===== src/rtl/program_loader.sv =====
// Byte-stream boot loader: parses a framed, XOR-checksummed program image,
// writes big-endian words into program memory and releases the CPU once the
// checksum matches. Any oversize frame or bad checksum parks it in ERROR.
module program_loader #(
    parameter int MEM_WORDS      = 64,
    parameter int TIMEOUT_CYCLES = 1000000
) (
    input  logic        clk,
    input  logic        reset,
    input  logic [7:0]  rx_data,
    input  logic        rx_valid,
    output logic [31:0] pmemaddr,
    output logic [31:0] pmemdata,
    output logic        pmemwe,
    output logic        cpustate,
    output logic        error,
    output logic [15:0] words_loaded
);

    // The idle counter only needs to reach TIMEOUT_CYCLES-1: the abort fires
    // on the idle cycle that would make it TIMEOUT_CYCLES.
    localparam int            TW     = (TIMEOUT_CYCLES > 1) ? $clog2(TIMEOUT_CYCLES) : 1;
    localparam logic [TW-1:0] TLAST  = TW'(TIMEOUT_CYCLES - 1);
    localparam logic [31:0]   MAXW   = 32'(MEM_WORDS);

    typedef enum logic [2:0] {
        S_LEN,
        S_LOAD,
        S_CHECK,
        S_RUN,
        S_ERROR
    } state_t;

    state_t        state;
    state_t        state_nxt;

    logic [1:0]    byte_cnt;
    logic [15:0]   word_idx;
    logic [15:0]   nwords;
    logic [7:0]    acc;
    logic [TW-1:0] tcnt;
    logic [31:0]   shift_p0;

    logic [31:0]   wr_addr_p1;
    logic [31:0]   wr_data_p1;
    logic          vld_p1;
    logic [15:0]   wl_p1;

    logic          accept;
    logic          in_frame;
    logic          timeout;
    logic          last_byte;
    logic          last_word;
    logic [31:0]   full_word;

    // Byte acceptance, idle-timeout detection and the word being completed.
    always_comb begin
        accept    = 1'b0;
        in_frame  = 1'b0;
        timeout   = 1'b0;
        last_byte = (byte_cnt == 2'd3);
        last_word = (word_idx == (nwords - 16'd1));
        full_word = {shift_p0[23:0], rx_data};
        case (state)
            S_LEN: begin
                accept   = rx_valid;
                in_frame = (byte_cnt != 2'd0);
            end
            S_LOAD, S_CHECK: begin
                accept   = rx_valid;
                in_frame = 1'b1;
            end
            default: begin
                accept   = 1'b0;
                in_frame = 1'b0;
            end
        endcase
        timeout = in_frame && !rx_valid && (tcnt == TLAST);
    end

    // State register.
    always_ff @(posedge clk) begin
        if (reset) begin
            state <= S_LEN;
        end else begin
            state <= state_nxt;
        end
    end

    // Frame sequencing: count, payload, checksum, then a terminal state.
    always_comb begin
        state_nxt = state;
        case (state)
            S_LEN: begin
                if (accept && last_byte) begin
                    if (full_word > MAXW) begin
                        state_nxt = S_ERROR;
                    end else if (full_word == 32'd0) begin
                        state_nxt = S_CHECK;
                    end else begin
                        state_nxt = S_LOAD;
                    end
                end
            end
            S_LOAD: begin
                if (timeout) begin
                    state_nxt = S_LEN;
                end else if (accept && last_byte && last_word) begin
                    state_nxt = S_CHECK;
                end
            end
            S_CHECK: begin
                if (timeout) begin
                    state_nxt = S_LEN;
                end else if (accept) begin
                    state_nxt = (rx_data == acc) ? S_RUN : S_ERROR;
                end
            end
            default: state_nxt = state;
        endcase
    end

    // Byte assembly, checksum accumulation and idle timer.
    always_ff @(posedge clk) begin
        if (reset) begin
            byte_cnt <= 2'd0;
            word_idx <= 16'd0;
            nwords   <= 16'd0;
            acc      <= 8'd0;
            tcnt     <= '0;
        end else if (timeout) begin
            byte_cnt <= 2'd0;
            word_idx <= 16'd0;
            acc      <= 8'd0;
            tcnt     <= '0;
        end else if (accept) begin
            tcnt     <= '0;
            byte_cnt <= byte_cnt + 2'd1;
            if (state != S_CHECK) begin
                acc <= acc ^ rx_data;
            end
            if (state == S_LEN && last_byte) begin
                nwords <= full_word[15:0];
            end
            if (state == S_LOAD && last_byte) begin
                word_idx <= word_idx + 16'd1;
            end
        end else if (in_frame) begin
            tcnt <= tcnt + 1'b1;
        end
    end

    // Shift register holding the count bytes or the word under assembly.
    always_ff @(posedge clk) begin
        if (accept) begin
            shift_p0 <= full_word;
        end
    end

    // ---- p0 -> p1: completed word becomes a one-cycle memory write ----
    // Write port: pulse on completion, address/data held until the next write.
    always_ff @(posedge clk) begin
        if (reset) begin
            vld_p1     <= 1'b0;
            wr_addr_p1 <= 32'd0;
            wr_data_p1 <= 32'd0;
            wl_p1      <= 16'd0;
        end else begin
            vld_p1 <= 1'b0;
            if (timeout) begin
                wl_p1 <= 16'd0;
            end else if (accept && state == S_LOAD && last_byte) begin
                vld_p1     <= 1'b1;
                wr_addr_p1 <= {14'd0, word_idx, 2'b00};
                wr_data_p1 <= full_word;
                wl_p1      <= word_idx + 16'd1;
            end
        end
    end

    // Status and write-port outputs come straight from registers.
    always_comb begin
        pmemwe       = vld_p1;
        pmemaddr     = wr_addr_p1;
        pmemdata     = wr_data_p1;
        words_loaded = wl_p1;
        cpustate     = (state == S_RUN);
        error        = (state == S_ERROR);
    end

endmodule

===== config.mk =====
export PLATFORM = sky130hd
export DESIGN_NAME = program_loader
export DESIGN_NICKNAME = d
export VERILOG_FILES = /design/src/rtl/program_loader.sv
export SDC_FILE = /design/constraint.sdc
export NUM_CORES = 1
export LEC_CHECK = 0
export ABC_AREA = 1
export BUFFER_PORTS_ARGS = -buffer_cell sky130_fd_sc_hd__buf_2
export CORE_MARGIN = 2
export CORE_UTILIZATION = 25
export CTS_CLUSTER_DIAMETER = 150
export DETAILED_ROUTE_END_ITERATION = 7
export HOLD_SLACK_MARGIN = 0.08
export PLACE_DENSITY = 0.51
export SETUP_SLACK_MARGIN = 0.2
export SLEW_MARGIN = 5
export SYNTH_ARGS = -nofsm -noshare
export SYNTH_HDL_FRONTEND = slang
export SYNTH_SLANG_ARGS = --single-unit

===== constraint.sdc =====
create_clock -name clk -period 2 [get_ports clk]
set_clock_uncertainty 0.2 [all_clocks]
set_input_delay 0.3 -clock clk [delete_from_list [all_inputs] [get_ports clk]]
set_output_delay 0.3 -clock clk [all_outputs]
set_load 0.005 [all_outputs]

==> run summary <==
The net count reported at finish came out at 1,132. The final worst slack came out at -0.0516 ns. The final-layout setup total negative slack came out at -1.01 ns.

The growth of design area from synthesis to finish came out at 62.8%. The count of inserted antenna diode cells is 0. Once placement finished, the instance area stood at 8190 µm². The dominant register cell in the synthesized netlist is dfxtp_1. For the worst setup path, the data arrival time is 2.22 ns.

The final reports fail on negative setup slack. The count of antenna-violating nets left after detailed routing is 0. The commonest cells after synthesis are 185 x nor2_1, 131 x nand2_1, 130 x dfxtp_1.

For this run, design rule violations remaining after detail routing come to 0. The type of element capturing the critical path is a flip-flop. The area inside the core boundary came out at 27,600 µm².

The flow ran to the end, but the final reports show violations. The final global-route overflow total came out at 0. After routing the design area is 11,300 µm².

Measured on the finished design, the core utilization comes to 41.0%. The category of the critical setup timing path is reg2reg. For the worst setup path, the data required time is 2.17 ns. The number of vias per cell after detailed routing is 4.39.

The number of setup violations in the final report came out at 40. The internal power of the cells totals 5.84 mW. The register bit total from synthesis is 154.

The total routed wirelength is 22,400 µm. The initial antenna violation count came out at 0. The vertical extent of the die came out at 171 µm. In this run the most critical hold path is launched from rx_data[5]. The tightest hold path in the finished design has a slack of 0.0855 ns. TritonCTS built the clock tree. The total CTS buffers came out at 17. The worst hold path belongs to the class in2reg. The pin count of the biggest net entering global routing is 57. The final number of max-transition violations is 0.

The net switching power figure came out at 2.56 mW. Among all cell types in the netlist, the one instantiated most often is nor2_1. STA classifies the critical path startpoint as a flip-flop. Setup repair after global routing could not meet its margin everywhere. The detailed router's first-iteration violation count is 320. The start of the worst register-to-register path is state[2]$_SDFFE_PP0P_. The cell count after placement is 1,378. The number of optimization iterations in the first detailed-route pass came out at 4. The final critical delay including setup and external delays is 2.05 ns.

The cell sitting at the root of the clock tree is a clkbuf_16. The number of buffers on the longest clock path is 2. In this run, flip-flops and latches consume 42.9% of the power. Dividing total power by cell area gives a power density of 740 nW/µm². The share of the clock period used by the worst path is 103%.

The number of ports placed on the die boundary is 94. Based on the critical path, the design can be clocked at up to 487 MHz. The non-filler instance count after layout came out at 1,507. The post-detailed-route wirelength per cell is 14.8 µm.

The number of I/O port buffers came out at 77. Once the floorplan was initialized, standard cells occupied 25.2% of the core. The via count of the first global-routing pass came out at 6,323. The number of max-cap violations is 0.

The horizontal die dimension is 171 µm. Dividing the synthesized area by the synthesized cell count gives 7.75 µm². The proportion of synthesized chip area in sequential cells is 47.7%. The start point of the critical path is state[2]$_SDFFE_PP0P_. The clock network power share came out at 37.1%. The leading area contributor after synthesis is dfxtp_1. Clock tree synthesis found a total of 154 sinks.

By area the synthesized netlist is led by dfxtp_1 37%, edfxtp_1 10%, nor2_1 10%. The die outline area is 29,200 µm². The count of warnings emitted by yosys came out at 0. For this design the static power due to leakage is 4.76 nW. The number of unique standard cell types used by synthesis is 44. The via count came out at 6,611. The later pin in the worst-skew pair is clocked with a latency of 0.43 ns. The final-report hold violation count came out at 0. The maximum ir drop on the vdd rail came out at 410 µV. The count of flip-flops with a built-in enable after synthesis is 24.

The cell area after technology mapping came out at 6970 µm². In this run the worst path has a maximum fanout of 6. The global routing usage summed across all routing layers came out at 14.8%. The H-tree was split into 4 levels. The fraction of power consumed by combinational cells is 20.0%. The wire length of the first global-routing pass is 33,400 µm. The async set-reset flop share out of synthesis came out at 0%. The fill cell total of the finished layout came out at 2,659. The clock edge transition at the registers on the reported setup and hold paths is 0.07 ns.

The fraction of final layout cells sized beyond drive strength 1 came out at 44.7%. The switching fraction of total power is 30.5%. The number of standard cells after synthesis is 899. Routability-driven placement finished with a final weighted congestion of 0.821. The fraction of post-synthesis cell area in the top cell type by area is 37.4%.

The number of placement rows is 61. Summed over all nets, the half-perimeter wirelength after detailed placement is 13,200 µm.
## repair_timing
action | 4_1_cts | 5_1_grt
cloned | 14 | 11
hold buffers | 9 | 6
pin swaps | 31 | 87
endpoints found under the hold margin | 18 | 6
resized for setup | 124 | 289
endpoints found under the setup margin | 108 | 131
buffers inserted | 34 | 23
## worst max-delay path: stages, from the launching register on
cell,delay (ns)
dfxtp_4,0.37
nor2_4,0.16
inv_2,0.06
nand2_2,0.08
nand2_4,0.08
inv_12,0.07
nand2_8,0.06
nor2_8,0.24
buf_12,0.15
buf_6,0.08
buf_6,0.11
clkbuf_16,0.16
o21ai_2,0.05
nor2_1,0.11
## flip-flops by register name (all words and copies together), names as in the netlist
register      flops
shift_p0         24
tcnt             20
byte_cnt          2
acc               8
word_idx         16
state             3
pmemwe            1
pmemaddr         16
words_loaded     16
pmemdata         32
nwords           16
## final cells by class
| type | count | area (µm²) | share of cell area [%] |
|---|---|---|---|
| well taps | 378 | 473 | 4.17 |
| inverters | 80 | 343 | 3.02 |
| flip-flops and latches | 154 | 3350 | 29.6 |
| clock buffers | 17 | 425 | 3.75 |
| repair buffers | 233 | 2340 | 20.7 |
| clock inverters | 15 | 138 | 1.21 |
| multi-input cells | 628 | 4250 | 37.5 |
| repair inverters | 2 | 15.0 | 0.132 |
## cells in the final DEF (no fill, tap or decap), types with 7 or more instances in the layout
cell type,netlist,routed
a21oi_2,0,42
nor2_2,5,17
xnor2_1,18,17
dfxtp_1,130,116
clkbuf_16,0,26
dfxtp_2,0,10
nand3_2,1,7
buf_16,0,14
dlygate4sd3_1,0,15
buf_6,2,28
xor2_1,17,17
inv_1,75,66
nor2_1,185,142
edfxtp_1,24,24
buf_2,19,77
nand4_1,14,14
buf_4,18,71
nand2_4,4,21
a21oi_1,79,32
nand3_1,34,24
o21ai_0,70,15
nand2_2,4,14
nand2_1,131,103
buf_12,0,13
o21ai_2,1,48
nor2_4,1,32
o21ai_4,0,8
conb_1,1,16
## final timing paths
| kind | to | slack (ns) | depth (start not counted) |
|---|---|---|---|
| setup / recovery | pmemdata[26]$_SDFFE_PP0P_ | -0.05 | 13 |
| setup reg to reg | pmemdata[26]$_SDFFE_PP0P_ | -0.05 | 13 |
| hold / removal | nwords[5]$_SDFFE_PP0P_ | 0.09 | 4 |
| hold reg to reg | words_loaded[6]$_SDFFE_PP0P_ | 0.26 | 2 |
## power by group through the flow
stage	registers [mW]	clock network [mW]	logic [mW]
2_1_floorplan	3.62	0	0.712
3_3_place_gp	3.64	0	1.10
3_5_place_dp	3.65	0	1.09
4_1_cts	3.59	3.17	1.32
5_1_grt	3.63	3.29	1.83
6_report	3.60	3.12	1.68
## cells by family (layout without fill, tap and decap cells)
kind of cell | after synthesis | after routing | share of synthesized area (%)
buffers and inverters | 132 | 347 | 8.71
and+or+nand+nor | 412 | 412 | 26.3
other | 1 | 16 | 0.0538
xor gates and xnor gates | 35 | 35 | 4.40
AOI/OAI and AO/OA | 160 | 160 | 11.9
adders and majority gates | 5 | 5 | 0.898
DFF | 154 | 154 | 47.7
## through the flow
stage	setup slack, ns	total power [mW]
5_1_grt	-0.177	8.75
4_1_cts	0.0346	8.08
2_1_floorplan	0.191	4.33
3_3_place_gp	-0.0368	4.73
3_5_place_dp	-0.0625	4.74
6_report	-0.0516	8.39
## routing by layer
metal	GRT usage (%)	routed length, µm	vias up
li1	-	-	3347
met3	4.23	943	23
met2	24.9	11100	103
met5	0	0	-
met1	18.3	10100	3138
met4	4.46	297	0
No activity file was read; power rests on OpenSTA's default activity.
